## src/rtl/mef1_pkg.sv

```systemverilog
// mef1_pkg
// Definitions shared by the mef1 station responder and its bench:
//   - 3-bit responder phase codes, which are also visible on the `phase` debug port
//   - the state enum built from those codes
//   - the mef1 controller state codes S0..S3, used by station-side monitors
//   - max3(), which sizes the shared cycle counter
package mef1_pkg;

  // Responder phase codes. The values are fixed because they appear on `phase`.
  localparam logic [2:0] PH_IDLE    = 3'd0;
  localparam logic [2:0] PH_ARM     = 3'd1;
  localparam logic [2:0] PH_TRAVEL  = 3'd2;
  localparam logic [2:0] PH_EVENT   = 3'd3;
  localparam logic [2:0] PH_BLOCKED = 3'd4;
  localparam logic [2:0] PH_DWELL   = 3'd5;
  localparam logic [2:0] PH_RETURN  = 3'd6;

  typedef enum logic [2:0] {
    ST_IDLE    = PH_IDLE,
    ST_ARM     = PH_ARM,
    ST_TRAVEL  = PH_TRAVEL,
    ST_EVENT   = PH_EVENT,
    ST_BLOCKED = PH_BLOCKED,
    ST_DWELL   = PH_DWELL,
    ST_RETURN  = PH_RETURN
  } state_t;

  // mef1 controller state codes: idle, travelling, blocked, dwelling.
  localparam logic [1:0] S0 = 2'd0;
  localparam logic [1:0] S1 = 2'd1;
  localparam logic [1:0] S2 = 2'd2;
  localparam logic [1:0] S3 = 2'd3;

  function automatic int max3(input int a, input int b, input int c);
    int m;
    m = a;
    if (b > m) m = b;
    if (c > m) m = c;
    return m;
  endfunction

endpackage

```

## src/rtl/mef1_responder_phase_counter.sv

```systemverilog
// phase_counter
// Up-counter shared by the timed phases of the responder.
// Ports:
//   clk, reset : clock and asynchronous active-high reset
//   clr        : synchronous clear; it takes priority over en
//   en         : count enable for this cycle
//   limit      : number of enabled cycles that completes the phase (>= 1)
//   tc         : high in the cycle whose enabled count reaches limit
module phase_counter #(
  parameter int WIDTH = 3
) (
  input  logic             clk,
  input  logic             reset,
  input  logic             clr,
  input  logic             en,
  input  logic [WIDTH-1:0] limit,
  output logic             tc
);

  logic [WIDTH-1:0] count;

  always_ff @(posedge clk or posedge reset) begin
    if (reset)
      count <= '0;
    else if (clr)
      count <= '0;
    else if (en)
      count <= count + WIDTH'(1);
  end

  // Terminal count looks ahead one step. The owning FSM therefore leaves on the
  // same edge that the limit-th enabled cycle ends.
  assign tc = en && ((count + WIDTH'(1)) == limit);

endmodule

```

## src/rtl/mef1_responder.sv

```systemverilog
// mef1_responder
// Station-side model for the mef1 motor controller. It sequences one start,
// then endless travel/block/dwell/return trips. It also flags controller
// outputs that break the station protocol.
// Ports:
//   clk, reset            : clock, asynchronous active-high reset
//   start                 : operator request; honoured only in IDLE
//   M, D, LEV, Lerro      : controller outputs (motor, dwell, travel lamp, blocked lamp)
//   g, s                  : guard/start lines; both low means "go"
//   ev                    : one-cycle end-of-travel pulse
//   rd                    : station blocked (not ready)
//   back                  : one-cycle return acknowledge
//   trips                 : completed trip count; wraps modulo 256
//   fault                 : sticky protocol violation flag
//   phase                 : current state code, for debug
//
// state   | meaning
// --------+-----------------------------------------------------------
// IDLE    | waiting for start; g/s high
// ARM     | g/s low for one cycle, telling the controller to go
// TRAVEL  | counting M-high cycles up to TRAVEL_CYCLES
// EVENT   | ev pulsed for one cycle
// BLOCKED | rd high for CLEAR_CYCLES cycles
// DWELL   | rd low, counting D-high cycles up to DWELL_CYCLES
// RETURN  | back pulsed for one cycle, trips incremented
module mef1_responder
  import mef1_pkg::*;
#(
  parameter int TRAVEL_CYCLES = 4,
  parameter int CLEAR_CYCLES  = 3,
  parameter int DWELL_CYCLES  = 2
) (
  input  logic       clk,
  input  logic       reset,
  input  logic       start,
  input  logic       M,
  input  logic       D,
  input  logic       LEV,
  input  logic       Lerro,
  output logic       g,
  output logic       s,
  output logic       ev,
  output logic       rd,
  output logic       back,
  output logic [7:0] trips,
  output logic       fault,
  output logic [2:0] phase
);

  localparam int CW = $clog2(max3(TRAVEL_CYCLES, CLEAR_CYCLES, DWELL_CYCLES) + 1);

  state_t          state;
  logic            in_grace;
  logic            cnt_clr;
  logic            cnt_en;
  logic            cnt_tc;
  logic [CW-1:0]   cnt_limit;
  logic            viol;

  always_comb begin
    cnt_en    = 1'b0;
    cnt_limit = '0;
    case (state)
      ST_TRAVEL: begin
        cnt_en    = M;
        cnt_limit = CW'(TRAVEL_CYCLES);
      end
      ST_BLOCKED: begin
        cnt_en    = 1'b1;
        cnt_limit = CW'(CLEAR_CYCLES);
      end
      ST_DWELL: begin
        cnt_en    = D;
        cnt_limit = CW'(DWELL_CYCLES);
      end
      default: begin
        cnt_en    = 1'b0;
        cnt_limit = '0;
      end
    endcase
  end

  // Hold the counter at zero in the untimed states, and clear it on the edge
  // that leaves a timed state. Every timed state then starts counting from zero.
  assign cnt_clr = cnt_tc ||
                   !((state == ST_TRAVEL) || (state == ST_BLOCKED) || (state == ST_DWELL));

  phase_counter #(
    .WIDTH (CW)
  ) u_phase_counter (
    .clk   (clk),
    .reset (reset),
    .clr   (cnt_clr),
    .en    (cnt_en),
    .limit (cnt_limit),
    .tc    (cnt_tc)
  );

  // The first cycle of each state is exempt from checking. This absorbs the
  // controller's one-edge lag when it follows a station transition.
  always_comb begin
    viol = 1'b0;
    if (!in_grace) begin
      case (state)
        ST_TRAVEL:  viol = !LEV || D;
        ST_BLOCKED: viol = !Lerro || D;
        ST_DWELL:   viol = !D;
        ST_RETURN:  viol = 1'b0;
        default:    viol = D;
      endcase
    end
  end

  always_ff @(posedge clk or posedge reset) begin
    if (reset) begin
      state    <= ST_IDLE;
      in_grace <= 1'b1;
      g        <= 1'b1;
      s        <= 1'b1;
      ev       <= 1'b0;
      rd       <= 1'b0;
      back     <= 1'b0;
      trips    <= 8'd0;
      fault    <= 1'b0;
    end else begin
      fault    <= fault | viol;
      in_grace <= 1'b0;
      g        <= 1'b1;
      s        <= 1'b1;
      ev       <= 1'b0;
      back     <= 1'b0;
      case (state)
        ST_IDLE: begin
          if (start) begin
            state    <= ST_ARM;
            in_grace <= 1'b1;
            g        <= 1'b0;
            s        <= 1'b0;
          end
        end
        ST_ARM: begin
          state    <= ST_TRAVEL;
          in_grace <= 1'b1;
        end
        ST_TRAVEL: begin
          if (cnt_tc) begin
            state    <= ST_EVENT;
            in_grace <= 1'b1;
            ev       <= 1'b1;
          end
        end
        ST_EVENT: begin
          state    <= ST_BLOCKED;
          in_grace <= 1'b1;
          rd       <= 1'b1;
        end
        ST_BLOCKED: begin
          if (cnt_tc) begin
            state    <= ST_DWELL;
            in_grace <= 1'b1;
            rd       <= 1'b0;
          end
        end
        ST_DWELL: begin
          if (cnt_tc) begin
            state    <= ST_RETURN;
            in_grace <= 1'b1;
            back     <= 1'b1;
          end
        end
        ST_RETURN: begin
          state    <= ST_TRAVEL;
          in_grace <= 1'b1;
          trips    <= trips + 8'd1;
        end
        default: begin
          state    <= ST_IDLE;
          in_grace <= 1'b1;
          rd       <= 1'b0;
        end
      endcase
    end
  end

  assign phase = state;

endmodule

```

## config.mk

```make
export PLATFORM = sky130hd
export DESIGN_NAME = mef1_responder
export DESIGN_NICKNAME = d
export VERILOG_FILES = /design/src/rtl/mef1_pkg.sv /design/src/rtl/mef1_responder_phase_counter.sv /design/src/rtl/mef1_responder.sv
export SDC_FILE = /design/constraint.sdc
export NUM_CORES = 1
export LEC_CHECK = 0
export ABC_AREA = 1
export CAP_MARGIN = 10
export CORE_MARGIN = 2
export CORE_UTILIZATION = 50
export DETAILED_ROUTE_END_ITERATION = 16
export PLACE_DENSITY = 0.78
export SLEW_MARGIN = 30
export SYNTH_ARGS = -nofsm -noshare
export SYNTH_HDL_FRONTEND = slang
export SYNTH_SLANG_ARGS = --single-unit
```

## constraint.sdc

```tcl
create_clock -name clk -period 1.6 [get_ports clk]
set_input_delay 0.48 -clock clk [delete_from_list [all_inputs] [get_ports clk]]
set_output_delay 0.48 -clock clk [all_outputs]
set_load 0.02 [all_outputs]
```

# --- Word level (Yosys, flattened, before mapping) ---
# Index checks and enable logic that the tools add are counted.
totals:
  ff_bits: 20
  in_bits: 7
  out_inout_bits: 17
  word_cells: 61
classes:
  n_addsub: 2
  n_eq_ne: 11
  n_mux: 20
  bitwise: 2
  n_reduce_logical: 17
ops:
  columns: ["cell", "count"]
  rows:
  - ["3-bit 2-to-1 mux", 6]
  - ["3-bit case mux with 6 select lines", 1]
  - ["3-bit equality test (second input constant)", 3]
  - ["3-bit case mux with 3 select lines", 1]
  - ["8-bit by 1-bit adder with 8-bit output (second input constant)", 1]
  - ["1-bit 2-to-1 mux", 8]
  - ["2-bit inequality test (second input constant)", 4]
  - ["3-bit by 2-bit equality test with 1-bit output (second input constant)", 2]
  - ["1-bit case mux with 3 select lines", 2]
  - ["1-bit logical OR", 5]
  - ["5-bit OR reduction", 1]
  - ["1-bit logical NOT", 4]
  - ["1-bit case mux with 4 select lines", 1]
  - ["4-bit AND reduction", 1]
  - ["3-bit by 1-bit adder with 3-bit output (second input constant)", 1]
  - ["3-bit by 1-bit equality test with 1-bit output (second input constant)", 1]
  - ["3-bit equality test", 1]
  - ["3-bit logical NOT", 1]
  - ["3-bit OR reduction", 1]
  - ["1-bit case mux with 2 select lines", 1]
  - ["2-bit AND reduction", 1]
  - ["2-bit nonzero test", 1]
  - ["2-bit OR reduction", 1]
  - ["1-bit logical AND", 1]
  - ["2 further kinds", 2]

# --- Longest topological paths before layout ---
logic_depth:
  word_depth: 6
  ltp_mapped: 12
  mapped_depth_nobuf: 12

# --- Cells and area by module ---
# A second synthesis with hierarchy kept.
unflattened:
  cells_unflattened: 154
  area_unflattened_um2: 1203.7
modules_own_cells:
  columns: ["module", "instances", "cells_per_inst", "area_per_inst_um2", "seq_area_each_um2"]
  rows:
  - ["mef1_responder", 1, 118, 970.9, 427.9]
  - ["phase_counter", 1, 36, 232.7, 75.1]

# --- Worst setup path after synthesis ---
# OpenSTA, ideal clock, no wires.
synth_timing:
  kind: "register to register"
  start: "reg state[0] (netlist: phase[0])"
  end: "reg state[0] (netlist: phase[0])"
  setup_time_ns: 0.118
  arrival_ns: 1.532
  required_ns: 1.482
  slack_ns: -0.050
  stages_incl_launch_ff: 13
  path_buffers: 0
  synth_period_minus_slack_ns: 1.650
  path_cell_list: "dfrtp_1 inv_1 ha_1 nand2_4 nand2_1 nand2_1 nand2_1 nor2_2 nand2_4 nand2_4 nand2_2 nand2_1 nand2_1"
synth_via:
  elab_chain_cells: 6
  elab_cells_between_ends: 18
  classes_between: "eq/ne: 11; mux: 3; reduce/logical: 4"
synth_rtl:
  columns: ["element", "line", "source"]
  rows:
  - ["start: declaration", "mef1_responder.sv:52", "state_t state;"]
  - ["start signal: assignment", "mef1_responder.sv:116", "state <= ST_IDLE;"]
  - ["start signal: assignment", "mef1_responder.sv:135", "state <= ST_ARM;"]
  - ["start signal: assignment", "mef1_responder.sv:142", "state <= ST_TRAVEL;"]
  - ["3-bit equality test / 3-bit by 2-bit equality test with 1-bit output (equally long branches)", "mef1_responder.sv:63, mef1_responder.sv:132", null]
  - ["3-bit case mux with 3 select lines", "mef1_responder.sv:63", "case (state)"]
  - ["3-bit equality test", "mef1_responder_phase_counter.sv:33", "assign tc = en && ((count + WIDTH'(1)) == limit);"]
  - ["1-bit logical AND", "mef1_responder_phase_counter.sv:33", null]
  - ["2-bit inequality test (no line)", null, null]
  - ["4-bit AND reduction (no line)", null, null]
# Parallel ways exist; a longest one is shown, timed or not.
# A chain may end at the register's enable or synchronous reset.

# --- Worst setup path in the final report ---
# Same ends and word-level chain as after synthesis.

==> out/metrics.cfg <==
[logic_synthesis]
synth-xor-area-share_pct=6.82
yosys-mux-area-fraction_pct=0
synth_cell_type_count=22
syn_avg_cell_area_um2=8.44
syn_inst=137
synth-compound-area-share_pct=3.35
netlist_area_um2=1160
yosysSeqAreaShare_pct=43.5
syn-num-nets=150
synth_simple_gate_area_share_pct=31.0
synthAdderAreaFrac_pct=6.49
synth_top_family_by_area=simple AND/OR/NAND/NOR gates
ys_seq_elements=20
ys_warn_count=0

[timing]
period_minus_slack_ns=1.66
fin_ws_ns=-0.0647
rsz0062_at_grt=yes
setup_viol_count_final=5
period_share_pct=104
hold_viol_final=0
finalSetupTns_ns=-0.260
relSlewSlack_pct=77.8
clock_skew_ns=0.0101
worst_pin_slew_ns=0.331
slew_viol_final=0
max_freq_mhz=601

[worst_hold_path]
hold_path.class=primary input to async pin

[worst_setup_path]
slowest_stage=dfrtp_2
criticalPathCategory=register to register
cpPeakStageDelay_ns=0.48
crit_path_start_kind=register
cp-end-kind=register
critPathTopFamily=simple AND/OR/NAND/NOR gates
critical_path_required_ns=1.82
crit_arrival_ns=1.88
crit_path_frequent_cell=nand2_4
cp_cell_sequence=buf_12 -> ha_4 -> nand2_4 -> nand2_4 -> nand2_2 -> nand2_2 -> nor2_4 -> nand2_4 -> nand2_4 -> nand2_4 -> nand2_2 -> nand2_1
crit_fanout=7
critPathBufInv=1

[global_routing]
grt_pass1_vias=1071
grt_pass1_wl_um=4870
grtUsageTotal_pct=25.0
gr-total-overflow=0
antenna_found_initial=0
grt_max_degree=21

[routing]
ant_nets=0
drt_first_pass_iters=4
via_per_inst=5.12
wl_per_cell_um=14.3
drc=0
drt_first_iter_violations=19
routed_wl_um=3000
via_count=1076

[status]
status=finished with violations
violations=setup timing

[placement]
io_buffers=23
globalplace.congestion=0.819
place_ws_ns=-0.179
dp_cells=200
hpwl_um=1890
placed_area_um2=1510

[floorplanning]
dieArea_um2=2710
die_w_um=52.1
io_pins=24
fp-row-count=17
start_util_pct=52.8
die_y_um=52.1
fp.coreArea_um2=2190

[finish]
seqCellArea_um2=507
final_util_pct=77.8
final_cells=210
multiInputGateArea_um2=659
drive_gt1_share_pct=37.9
fin_nets=196
fill_cells=148
finish.instance_area_um2=1700
num_antenna_cells=0
area_delta_synth_final_pct=47.4

[clocking]
cts_sinks=20
clockBufferDepth=2
htreeDepth=1
cts_buffers=3
clock_latency_ns=0.32
cts_tree=built
clkTransAtPathRegs_ns=0.12
cts-root-buf=clkbuf_4

[pwr]
p_int_uw=1650
ir_worst_vdd_mv=1.18
p_sw_uw=1290
clkPwrFrac_pct=14.2
seq_power_share_pct=26.0
p_comb_share_pct=59.8
switching_share_pct=43.8
power_density_nw_per_um2=1730
total_leakage_power_uw=0.000905

[run]
max-cap-violations=0

==> cell families (layout without fill, tap and decap cells) <==
group / after synthesis / count (layout)
simple gates: 72 / 72
flops: 20 / 20
buf+inv: 23 / 68
compound gates: 7 / 7
xor+xnor: 9 / 9
fa+ha+maj: 6 / 6
==> what timing repair did <==
| action | CTS | global route |
|---|---|---|
| resized for setup | 37 | 28 |
| hold buffers | 0 | 0 |
| endpoints found under the setup margin | 32 | 21 |
| gates cloned | 0 | 0 |
| buffers inserted | 6 | 1 |
| pin swaps | 3 | 6 |
| hold endpoints to repair | 0 | 0 |
==> through the flow <==
step / hold slack (ns) / power [µW]
2_1_floorplan: 0.442 / 1660
3_3_place_gp: 0.444 / 2090
3_5_place_dp: 0.457 / 2140
4_1_cts: 0.479 / 2750
5_1_grt: 0.508 / 3150
6_report: 0.478 / 2940
==> layout by cell type (no fill, tap or decap), types with 2 or more instances in the layout <==
cell,Yosys,layout
nand2_1,34,26
buf_4,1,18
inv_1,20,16
dfrtp_1,18,15
nand3_1,13,11
dlygate4sd2_1,0,11
nand2_2,3,8
nor2_1,10,8
nand2_4,4,7
clkdlybuf4s50_1,0,6
xor2_1,6,5
nor2_4,3,5
inv_2,0,3
nor2_2,3,3
xnor2_1,3,3
o21ai_0,3,3
ha_4,0,3
ha_1,6,3
clkbuf_4,0,3
dfrtp_2,0,3
nand3_2,0,2
dfstp_2,2,2
buf_2,0,2
clkbuf_2,0,2
buf_6,1,2
==> final timing paths <==
path,startpoint,cells past startpoint,slack (ns),to
setup / recovery,phase[0]$_DFFE_PP0P_,12,-0.06,phase[0]$_DFFE_PP0P_
hold / removal,reset,3,0.48,phase[2]$_DFFE_PP0P_
setup reg to reg,phase[0]$_DFFE_PP0P_,12,-0.06,phase[0]$_DFFE_PP0P_
hold reg to reg,trips[7]$_DFFE_PP0N_,1,0.48,trips[7]$_DFFE_PP0N_
max in group asynchronous,reset,3,0.84,s$_DFF_PP1_
min in group clk,trips[7]$_DFFE_PP0N_,1,0.48,trips[7]$_DFFE_PP0N_
==> state kept, by name (all words and copies together), names as in the netlist <==
name and flops:
u_phase_counter.count 3, in_grace 1, fault 1, trips 8
s 1, rd 1, back 1, phase 3
ev 1
==> cell type report <==
type / count / area share (%)
tap: 28 / 2.06
inverter: 21 / 5.07
timing repair buffer: 43 / 21.4
sequential: 20 / 29.7
clock inverter: 1 / 1.76
multi-input combinational: 94 / 38.7
clock buffer: 3 / 1.32
==> per-layer routing <==
layer  GRT usage, %  share of wire (%)  vias to the layer above
met1           29.3                 37                      501
met4           10.5                3.8                        0
li1               -                  -                      515
met3           2.59                5.9                       11
met2           45.8                 53                       49
met5              0                  0                        -
==> Yosys cell counts (all sizes together) <==
| master | n | area, µm² |
|---|---|---|
| o211ai | 1 | 7.51 |
| buf | 2 | 18.8 |
| nor2 | 16 | 90.1 |
| o21ai | 3 | 15.0 |
| xnor2 | 3 | 26.3 |
| nor3 | 1 | 5.00 |
| nand3 | 13 | 65.1 |
| dfrtp | 18 | 450 |
| dfstp | 2 | 52.6 |
| nand2 | 41 | 191 |
| xor2 | 6 | 52.6 |
| a21oi | 2 | 10.0 |
| inv | 21 | 83.8 |
| o22ai | 1 | 6.26 |
| ha | 6 | 75.1 |
| nand4 | 1 | 6.26 |
==> power groups by stage <==
stage / clock network [µW] / logic, µW / registers [µW]
2_1_floorplan: 0 / 804 / 859
3_3_place_gp: 0 / 1340 / 751
3_5_place_dp: 0 / 1380 / 758
4_1_cts: 419 / 1580 / 744
5_1_grt: 451 / 1920 / 780
6_report: 419 / 1760 / 765
==> worst register-to-register path, cell delays in order, from the launching register on <==
cell,delay [ns]
dfrtp_2,0.48
buf_12,0.15
ha_4,0.16
nand2_4,0.10
nand2_4,0.06
nand2_2,0.08
nand2_2,0.07
nor2_4,0.11
nand2_4,0.09
nand2_4,0.11
nand2_4,0.06
nand2_2,0.05
nand2_1,0.05
Power figures use the tool's default switching activity.
